===== config.mk =====
export PLATFORM = sky130hd
export DESIGN_NAME = date_set_ctrl
export DESIGN_NICKNAME = d
export VERILOG_FILES = /design/src/rtl/date_set_ctrl.sv
export SDC_FILE = /design/constraint.sdc
export NUM_CORES = 1
export LEC_CHECK = 0
export ABC_CLOCK_PERIOD_IN_PS = 23100
export BUFFER_PORTS_ARGS = -buffer_cell sky130_fd_sc_hd__buf_2
export CAP_MARGIN = 20
export CORE_UTILIZATION = 38
export DETAILED_ROUTE_END_ITERATION = 8
export SLEW_MARGIN = 10
export SYNTH_ARGS = -nofsm -noshare
export SYNTH_HDL_FRONTEND = slang
export SYNTH_SLANG_ARGS = --single-unit

===== constraint.sdc =====
create_clock -name clk_i -period 23.1 [get_ports clk_i]
set_input_delay 1.155 -clock clk_i [delete_from_list [all_inputs] [get_ports clk_i]]
set_output_delay 1.155 -clock clk_i [all_outputs]
set_load 0.03 [all_outputs]

===== src/rtl/date_set_ctrl.sv =====
// Watch calendar controller: holds year/month/day/weekday, advances on midnight ticks and
// sequences the year -> month -> day edit flow with a one-cycle weekday recompute on commit.
module date_set_ctrl #(
   parameter int unsigned YEAR_MIN     = 2000,
   parameter int unsigned YEAR_MAX     = 2099,
   parameter int unsigned IDLE_TIMEOUT = 3000
) (
   input  logic        clk_i,
   input  logic        rst_i,
   input  logic        tick_day_i,
   input  logic        btn_mode_i,
   input  logic        btn_inc_i,
   input  logic        btn_dec_i,
   output logic [14:0] year_o,
   output logic [6:0]  month_o,
   output logic [6:0]  day_o,
   output logic [2:0]  day_of_week_o,
   output logic [1:0]  mode_o,
   output logic        busy_o
);

   localparam logic [14:0] YMin = 15'(YEAR_MIN);
   localparam logic [14:0] YMax = 15'(YEAR_MAX);
   // Counter only needs to reach IDLE_TIMEOUT-1 before the commit fires.
   localparam int unsigned     CntW   = $clog2(IDLE_TIMEOUT);
   localparam logic [CntW-1:0] CntMax = CntW'(IDLE_TIMEOUT - 1);

   typedef enum logic [2:0] {
      StRun,
      StSetYear,
      StSetMonth,
      StSetDay,
      StCalc
   } state_e;

   state_e          state_q, state_d;
   logic [CntW-1:0] cnt_q, cnt_d;
   logic [14:0]     year_q, year_d;
   logic [6:0]      month_q, month_d;
   logic [6:0]      day_q, day_d;
   logic [2:0]      dow_q, dow_d;
   logic            pending_q, pending_d;

   logic        any_btn, step, timed_out, advance, at_end;
   logic [14:0] adv_year;
   logic [6:0]  adv_month, adv_day;
   logic [2:0]  adv_dow;

   function automatic logic is_leap(input logic [14:0] y);
      return ((y % 15'd4) == 15'd0) &&
             (((y % 15'd100) != 15'd0) || ((y % 15'd400) == 15'd0));
   endfunction

   function automatic logic [6:0] dim(input logic [6:0] m, input logic [14:0] y);
      logic [6:0] r;
      case (m)
         7'd2:                    r = is_leap(y) ? 7'd29 : 7'd28;
         7'd4, 7'd6, 7'd9, 7'd11: r = 7'd30;
         default:                 r = 7'd31;
      endcase
      return r;
   endfunction

   // Sakamoto's weekday formula, 0 = Sunday.
   function automatic logic [2:0] sakamoto(input logic [14:0] y, input logic [6:0] m,
                                           input logic [6:0] d);
      logic [15:0] yy;
      logic [15:0] s;
      logic [2:0]  t;
      yy = {1'b0, y} - ((m < 7'd3) ? 16'd1 : 16'd0);
      case (m)
         7'd1:    t = 3'd0;
         7'd2:    t = 3'd3;
         7'd3:    t = 3'd2;
         7'd4:    t = 3'd5;
         7'd5:    t = 3'd0;
         7'd6:    t = 3'd3;
         7'd7:    t = 3'd5;
         7'd8:    t = 3'd1;
         7'd9:    t = 3'd4;
         7'd10:   t = 3'd6;
         7'd11:   t = 3'd2;
         7'd12:   t = 3'd4;
         default: t = 3'd0;
      endcase
      s = yy + yy / 16'd4 - yy / 16'd100 + yy / 16'd400 + {13'd0, t} + {9'd0, d};
      return 3'(s % 16'd7);
   endfunction

   assign any_btn   = btn_mode_i | btn_inc_i | btn_dec_i;
   assign step      = !btn_mode_i && (btn_inc_i ^ btn_dec_i);
   assign timed_out = !any_btn && (cnt_q == CntMax);
   assign advance   = tick_day_i | pending_q;
   assign at_end    = (year_q == YMax) && (month_q == 7'd12) && (day_q == 7'd31);

   always_comb begin : p_advance
      adv_day   = day_q + 7'd1;
      adv_month = month_q;
      adv_year  = year_q;
      if (day_q >= dim(month_q, year_q)) begin
         adv_day = 7'd1;
         if (month_q == 7'd12) begin
            adv_month = 7'd1;
            adv_year  = at_end ? YMin : year_q + 15'd1;
         end else begin
            adv_month = month_q + 7'd1;
         end
      end
      adv_dow = (dow_q == 3'd6) ? 3'd0 : dow_q + 3'd1;
   end

   always_ff @(posedge clk_i) begin : p_state
      if (rst_i) begin
         state_q <= StRun;
         cnt_q   <= '0;
      end else begin
         state_q <= state_d;
         cnt_q   <= cnt_d;
      end
   end

   always_comb begin : p_next
      state_d = state_q;
      cnt_d   = '0;
      unique case (state_q)
         StRun: begin
            if (advance && at_end) begin
               state_d = StCalc;
            end else if (btn_mode_i) begin
               state_d = StSetYear;
            end
         end
         StSetYear, StSetMonth, StSetDay: begin
            if (btn_mode_i) begin
               unique case (state_q)
                  StSetYear:  state_d = StSetMonth;
                  StSetMonth: state_d = StSetDay;
                  default:    state_d = StCalc;
               endcase
            end else if (timed_out) begin
               state_d = StCalc;
            end
            cnt_d = (any_btn || timed_out) ? '0 : cnt_q + 1'b1;
         end
         StCalc:  state_d = StRun;
         default: state_d = StRun;
      endcase
   end

   always_comb begin : p_outputs
      busy_o = (state_q == StCalc);
      unique case (state_q)
         StSetYear:  mode_o = 2'd1;
         StSetMonth: mode_o = 2'd2;
         StSetDay:   mode_o = 2'd3;
         default:    mode_o = 2'd0;
      endcase
   end

   always_comb begin : p_data
      logic [14:0] ny;
      logic [6:0]  nm;
      logic [6:0]  lim;
      year_d    = year_q;
      month_d   = month_q;
      day_d     = day_q;
      dow_d     = dow_q;
      pending_d = pending_q;
      ny        = year_q;
      nm        = month_q;
      lim       = dim(month_q, year_q);
      unique case (state_q)
         StRun: begin
            // A tick arriving alongside a pending advance is absorbed into it.
            pending_d = 1'b0;
            if (advance) begin
               year_d  = adv_year;
               month_d = adv_month;
               day_d   = adv_day;
               dow_d   = adv_dow;
            end
         end
         StSetYear: begin
            pending_d = pending_q | tick_day_i;
            if (step) begin
               if (btn_inc_i) ny = (year_q >= YMax) ? YMin : year_q + 15'd1;
               else           ny = (year_q <= YMin) ? YMax : year_q - 15'd1;
               lim    = dim(month_q, ny);
               year_d = ny;
               day_d  = (day_q > lim) ? lim : day_q;
            end
         end
         StSetMonth: begin
            pending_d = pending_q | tick_day_i;
            if (step) begin
               if (btn_inc_i) nm = (month_q >= 7'd12) ? 7'd1 : month_q + 7'd1;
               else           nm = (month_q <= 7'd1) ? 7'd12 : month_q - 7'd1;
               lim     = dim(nm, year_q);
               month_d = nm;
               day_d   = (day_q > lim) ? lim : day_q;
            end
         end
         StSetDay: begin
            pending_d = pending_q | tick_day_i;
            if (step) begin
               if (btn_inc_i) day_d = (day_q >= lim) ? 7'd1 : day_q + 7'd1;
               else           day_d = (day_q <= 7'd1) ? lim : day_q - 7'd1;
            end
         end
         StCalc: begin
            pending_d = pending_q | tick_day_i;
            dow_d     = sakamoto(year_q, month_q, day_q);
         end
         default: ;
      endcase
   end

   always_ff @(posedge clk_i) begin : p_regs
      if (rst_i) begin
         year_q    <= YMin;
         month_q   <= 7'd1;
         day_q     <= 7'd1;
         dow_q     <= 3'd6;
         pending_q <= 1'b0;
      end else begin
         year_q    <= year_d;
         month_q   <= month_d;
         day_q     <= day_d;
         dow_q     <= dow_d;
         pending_q <= pending_d;
      end
   end

   assign year_o        = year_q;
   assign month_o       = month_q;
   assign day_o         = day_q;
   assign day_of_week_o = dow_q;

endmodule


==> reports/qor.txt, run 1 <==
Status = finished with violations
Failing checks = DRC
CTS tree = yes
Final Hold Viols = 0
Hold path depth = 1
Most common cell on crit path = ha_1
CP required = 23300 ps
CP max FO = 11
FF+latch count, synth = 51
FP Rows = 64
Ant diodes = 0
Postcts setup bufs = 0
Count of cells resized by post-cts repair = 0
Worst-Margin Slew = 1070 ps
Crit path max-delay cell type = a2111oi_1
DRT Wirelength = 37300 µm
First-pass GRT wire length = 62200 µm
Crit end category = register
Dominant synthesized flop cell = dfxtp_1
Fmax = 52.6 MHz
Fillers = 3231
Crit-path max cell delay = 720 ps
Hold Path Origin = cnt_q[0]
Num CTS Buffers = 5
Type of element launching the critical path = register
Vias per cell = 6.49
Number of global-route vias before repair = 12300
Gr ovfl total = 0
GPL Wtd Cong = 0.913
Die Ht = 180 µm
Die area = 32300 µm²
Crit Path Class = reg2reg
Clock transition at path regs = 80 ps
Setup-failing EPs final = 0
Post-synth EDFFs = 0
Worst-case reg-to-reg path depth = 66
Hold Buf Count CTS = 0
Part of the power in the clock network = 4.0%
Unrepaired setup endpoints after global routing = false
GRT Util Overall = 22.4%
Yosys warns = 0
Post-Syn Area = 12000 µm²
Chip width = 180 µm
Final ANT Viol Nets = 0
Comb power frac = 90.7%
Post-Synthesis Cells = 1740
Seq/Total Area, Yosys = 8.52%
Clock skew = 7.39 ps
Pwr per Cell Area = 163 nW/µm²
Flop pwr share = 5.3%
Clock latency on the worst-skew pair = 310 ps
Initial Utilization = 38.9%
Number of stages on the worst setup path = 66
Clock sink total = 51
Switch Pwr = 0.00114 W
Syn avg cell area = 6.89 µm²
CP Data Arrival Time = 19220 ps
Vias = 13700
Final #Nets = 1804
Final worst-path cycle share = 82.4%
Minimum clock period after layout = 19030 ps
Synth async-reset ratio = 0%
Maximum clock insertion buffer count = 2
Switch share = 55.9%
Int Pwr = 0.000900 W
CTS root buffer = clkbuf_16
Number of H-tree levels = 2
CP delay by family, top = compound AO/OA/AOI/OAI gates
CP startpoint = month_o[4]
Post-route DRC = 4
Synth cell types = 97
Leakage power = 4.65 nW
Port Buffers = 40
Worst slew margin = 28.1%
Area grow syn2layout = 4.85%
First-pass iteration count of the detailed router = 7
Worst Path Buf+Inv = 3
Mapped Nets = 1833
Origin of the critical flop-to-flop path = month_o[4]
Dpl hpwl = 28200 µm
Worst hold slack = 448 ps
VDD IR max = 0.334 mV
Initial DRC Count = 1491
Min-delay worst type = reg2reg
Max-cap violations = 0
Initial antenna violation count = 0
Routed length per instance = 17.7 µm
Core area = 30800 µm²
TNS Setup = 0 ps
I/O pins = 41
Share of post-route cells with drive strength above 1 = 7.18%
Pin count of the biggest net entering global routing = 33
Max Slew Vio Count = 0
[path summary, 6_finish.rpt]
kind	endpoint	slack (ps)
max	day_of_week_o[1]	4070
min	cnt_q[0]	450
max reg2reg	day_of_week_o[1]	4070
min reg2reg	cnt_q[0]	450
[through the flow]
stage               instances  utilization, %  instance area [µm²]  setup slack, ps  power, W
global placement         2100            40.3                12400             4930   0.00188
CTS                      2108            40.8                12600             4180   0.00202
global route             2108            40.8                12600             2330   0.00228
detailed placement       2100            40.3                12400             4190   0.00192
finish                   2108            40.8                12600             4070   0.00204
floorplan                1740               -                12000             6460   0.00162
[state kept, by name (all words and copies together) (netlist names), named ones only]
register,cells
day_of_week_o,3
year_o,15
pending_q,1
month_o,7
state_q,3
cnt_q,12
day_o,7
[power groups by stage]
stage	Clock, W	Combinational [W]	Sequential [W]
floorplan	0	0.00150	0.000112
global placement	0	0.00177	0.000110
global route	0.0000857	0.00209	0.000110
finish	0.0000826	0.00185	0.000108
CTS	0.0000823	0.00183	0.000107
detailed placement	0	0.00181	0.000109
[layer usage]
layer	global-route usage, %	part of all wire (%)	up-vias
li1	-	-	6621
met1	32.6	47	6467
met2	36.1	45	567
met3	2.47	6.8	35
met4	3.45	0.84	0
met5	0	0	-
[cell type report]
class	instances	area, µm²	share of cell area (%)
inverter	91	347	2.76
clock inverter	3	25.0	0.199
timing repair buffer	52	290	2.31
multi-input combinational	1510	10300	81.7
sequential	51	1020	8.12
tap	396	495	3.94
clock buffer	5	125	0.996
[cells by family after synthesis]
group,share of synthesized area [%]
AO/OA/AOI/OAI,37.2
XOR/XNOR,6.51
adder cells (fa/ha/maj),11.2
buffers and inverters,5.92
flip-flops,8.52
multiplexers,2.61
AND/OR/NAND/NOR,28.0
[synth_stat cells, types with 18 or more instances]
cell type	count	share of area, %
nand2b_1	28	1.5
o21ai_0	118	4.9
o31ai_1	18	1.1
mux2i_1	20	1.7
o211ai_1	26	1.6
a22oi_1	20	1.3
a31oi_1	24	1.3
nand2_1	146	4.6
nor2_1	154	4.8
nor4_1	19	0.99
ha_1	59	6.2
dfxtp_1	51	8.5
clkbuf_1	67	2.1
and2_1	26	1.4
nand3_1	71	3.0
fa_1	28	4.7
a211oi_1	35	2.2
xnor2_1	57	4.2
nor3_1	63	2.6
a21oi_1	121	5.1
and3_1	29	1.5
nand4_1	27	1.4
o22ai_1	27	1.4
or3_1	23	1.2
xor2_1	22	1.6
inv_1	86	2.7
[worst register-to-register path: cells and delay by family (launching register included)]
| kind | cells | cell delay [ps] |
|---|---|---|
| AOI/OAI and AO/OA | 32 | 9360 |
| and+or+nand+nor | 15 | 4200 |
| adders and majority gates | 11 | 3440 |
| xor gates and xnor gates | 3 | 810 |
| muxes | 2 | 450 |
| DFF | 1 | 390 |
| buffers and inverters | 3 | 240 |
[placed cells by master (no fill, tap or decap), types with 28 or more instances in the layout]
master | netlist | routed
a211oi_1 | 35 | 35
nand2b_1 | 28 | 28
nor3_1 | 63 | 63
buf_2 | 11 | 40
nand3_1 | 71 | 71
nor2_1 | 154 | 154
and3_1 | 29 | 29
o21ai_0 | 118 | 118
fa_1 | 28 | 28
inv_1 | 86 | 86
ha_1 | 59 | 59
dfxtp_1 | 51 | 51
xnor2_1 | 57 | 57
nand2_1 | 146 | 146
a21oi_1 | 121 | 121
No activity file was read; power rests on OpenSTA's default activity.
==> run 2, diff against run 1 <==
--- a/config.mk
+++ b/config.mk
@@ -5,7 +5,8 @@
 export SDC_FILE = /design/constraint.sdc
 export NUM_CORES = 1
 export LEC_CHECK = 0
-export ABC_CLOCK_PERIOD_IN_PS = 23100
+export ABC_AREA = 1
+export ABC_CLOCK_PERIOD_IN_PS = 15300
 export BUFFER_PORTS_ARGS = -buffer_cell sky130_fd_sc_hd__buf_2
 export CAP_MARGIN = 20
 export CORE_UTILIZATION = 38
==> constraint.sdc (replaced) <==
create_clock -name clk_i -period 15.3 [get_ports clk_i]
set_input_delay 0.765 -clock clk_i [delete_from_list [all_inputs] [get_ports clk_i]]
set_output_delay 0.765 -clock clk_i [all_outputs]
set_load 0.03 [all_outputs]
==> run 2 against run 1 <==
Effect of this change:
- the flow now finishes without violations
- final area fell by 3.3%
- worst setup slack got worse by 2800 ps
- non-clock buffer count rose by 15
- utilization rose by 2.5 points
- synthesized cell count rose by 9.4%
- clock skew rose by 2.7 ps
- global-route usage fell by 2.5 points
- die area fell by 8.3%
- wire length fell by 20%
- synthesized area fell by 8.4%
==> reports/qor.txt, run 2 <==
Synth cell types = 65
CTS tree = yes
Dpl hpwl = 24000 µm
CP required = 15550 ps
Minimum clock period after layout = 14050 ps
Initial DRC Count = 815
FF+latch count, synth = 51
Die area = 29600 µm²
Crit path max-delay cell type = fa_1
Min-delay worst type = reg2reg
Commonest non-fill, non-tap cell in the layout = nand2_1
GRT Util Overall = 19.9%
Vias per cell = 5.07
Area grow syn2layout = 10.7%
FF-to-FF setup slack = 1250 ps
Gr ovfl total = 0
Share of the synthesized area in the top cell type = 18.3%
Die Ht = 172 µm
I/O pins = 41
Chip width = 172 µm
CP Data Arrival Time = 14300 ps
Final Hold Viols = 0
Max Slew Vio Count = 0
Most frequent cells in the layout = nand2_1 (519), inv_1 (305), nor2_1 (160)
Most frequent cell after synthesis = nand2_1
Final #Nets = 2048
Clock latency on the worst-skew pair = 310 ps
Clock sink total = 51
Hold path depth = 1
DRT Wirelength = 29700 µm
Vias = 11800
Sequential cell area = 1030 µm²
Setup ws final = 1250 ps
Max FFs per register = 15
Share of post-route cells with drive strength above 1 = 16.3%
Most common cell on crit path = nand2_2
Num CTS Buffers = 5
Yosys top cell by area = nand2_1
First-pass GRT wire length = 49000 µm
Number of global-route vias before repair = 10400
Synth cell count leaders = nand2_1 (536), inv_1 (309), nor2_1 (167)
Seq/Total Area, Yosys = 9.29%
Worst-Margin Slew = 958 ps
Yosys warns = 0
FF-to-FF End = day_of_week_o[1]
Crit-path max cell delay = 470 ps
Fillers = 3023
Worst slew margin = 36.1%
Setup-failing EPs final = 0
Port Buffers = 40
Worst-case reg-to-reg path depth = 122
Core area = 28100 µm²
Synth async-reset ratio = 0%
Type of element launching the critical path = register
Fmax = 71.2 MHz
Post-Syn Area = 11000 µm²
Routed length per instance = 12.7 µm
CTS root buffer = clkbuf_16
Worst hold slack = 459 ps
Number of H-tree levels = 2
GPL Wtd Cong = 0.925
Status = complete, no violations
Maximum clock insertion buffer count = 2
FP Rows = 61
Ant diodes = 0
Final ANT Viol Nets = 0
First-pass iteration count of the detailed router = 7
Pin count of the biggest net entering global routing = 26
Post-route DRC = 0
Mapped Nets = 1997
Max-cap violations = 0
Hold Path Sink = cnt_q[0]
Initial antenna violation count = 0
Dominant synthesized flop cell = dfxtp_1
Final worst-path cycle share = 91.8%
Post-synth EDFFs = 0
Area of the multi-input gates = 8780 µm²
Initial Utilization = 39.1%
Origin of the critical flop-to-flop path = month_o[4]
Hold Path Origin = cnt_q[0]
Clock transition at path regs = 70 ps
Syn avg cell area = 5.77 µm²
CP max FO = 7
Post-Place Setup Slack = 10.7 ps
Post-Synthesis Cells = 1904
Top cells by area, synth = nand2_1 (18%), inv_1 (11%), dfxtp_1 (9.3%), nand3_1 (7.1%), ha_1 (6.7%)
Crit end category = register
Clock skew = 10.1 ps
Crit Path Class = reg2reg
==> run 2: cell count changes after synthesis, sizes merged, moves of 31 or more <==
cell | before | now
a211oi | 35 | 4
xor2 | 22 | 55
a21oi | 123 | 61
clkbuf | 67 | 11
inv | 88 | 338
nor2 | 154 | 197
nand4 | 27 | 61
nor3 | 63 | 24
nand2 | 146 | 619
nand3 | 72 | 170
xnor2 | 59 | 8
==> run 2: final cells by class <==
type	count	area share, %
clock buffers	5	1.03
clock inverters	3	0.391
inverters	341	10.7
multi-input cells	1489	72.2
flip-flops and latches	51	8.46
well taps	378	3.89
repair buffers	67	3.31
==> run 2: cell families (layout without fill, tap and decap cells) <==
group / Yosys count / after routing / synth area share, %
simple gates: 1092 / 1093 / 47.0
xor+xnor: 63 / 63 / 5.40
compound gates: 246 / 246 / 13.1
buf+inv: 365 / 416 / 13.3
flops: 51 / 51 / 9.29
fa+ha+maj: 87 / 87 / 11.8
==> run 2: routing by layer <==
metal | routed length, µm | vias to the layer above | global-route usage [%]
met3 | 1340 | 27 | 1.63
met1 | 14400 | 5315 | 28.1
met4 | 311 | 0 | 2.81
li1 | - | 6237 | -
met2 | 13700 | 261 | 33.5
met5 | 0 | - | 0
==> run 2: worst max path at each step <==
stage / slack [ps] / to / from / cells after the start
after floorplan: 1860 / day_of_week_o[2] / month_o[2] / 123
after global placement: 680 / day_of_week_o[1] / month_o[4] / 119
after detailed placement: 10 / day_of_week_o[2] / month_o[4] / 117
after CTS: 100 / day_of_week_o[2] / month_o[4] / 117
after global routing: -220 / day_of_week_o[1] / month_o[6] / 123
final: 1250 / day_of_week_o[1] / month_o[4] / 122
==> run 2: worst max-delay path: cells and delay by family (launching register included) <==
family,cells,cell delay (ps)
xor gates and xnor gates,2,410
DFF,1,360
adders and majority gates,10,2800
and+or+nand+nor,93,8850
buffers and inverters,14,980
AOI/OAI and AO/OA,3,490
==> run 2: timing repair <==
action / in CTS / in global routing
resized for setup: 1 / 76
setup buffers: 0 / 27
hold buffers: 0 / 0
cloned: 0 / 1
setup endpoints to repair: 2 / 3
pin swaps: 0 / 29
==> run 2: stage by stage <==
step	setup TNS [ps]	util (%)	area [µm²]	std cells
after floorplan	0	-	11000	1904
after global placement	0	40.9	11500	2298
after detailed placement	0	40.9	11500	2298
after CTS	0	41.6	11700	2306
after global routing	-576	43.3	12200	2334
final	0	43.3	12200	2334
Power of run 2 is not shown: default switching activity piles up to over one toggle a cycle in this logic, so the estimate is an artifact.
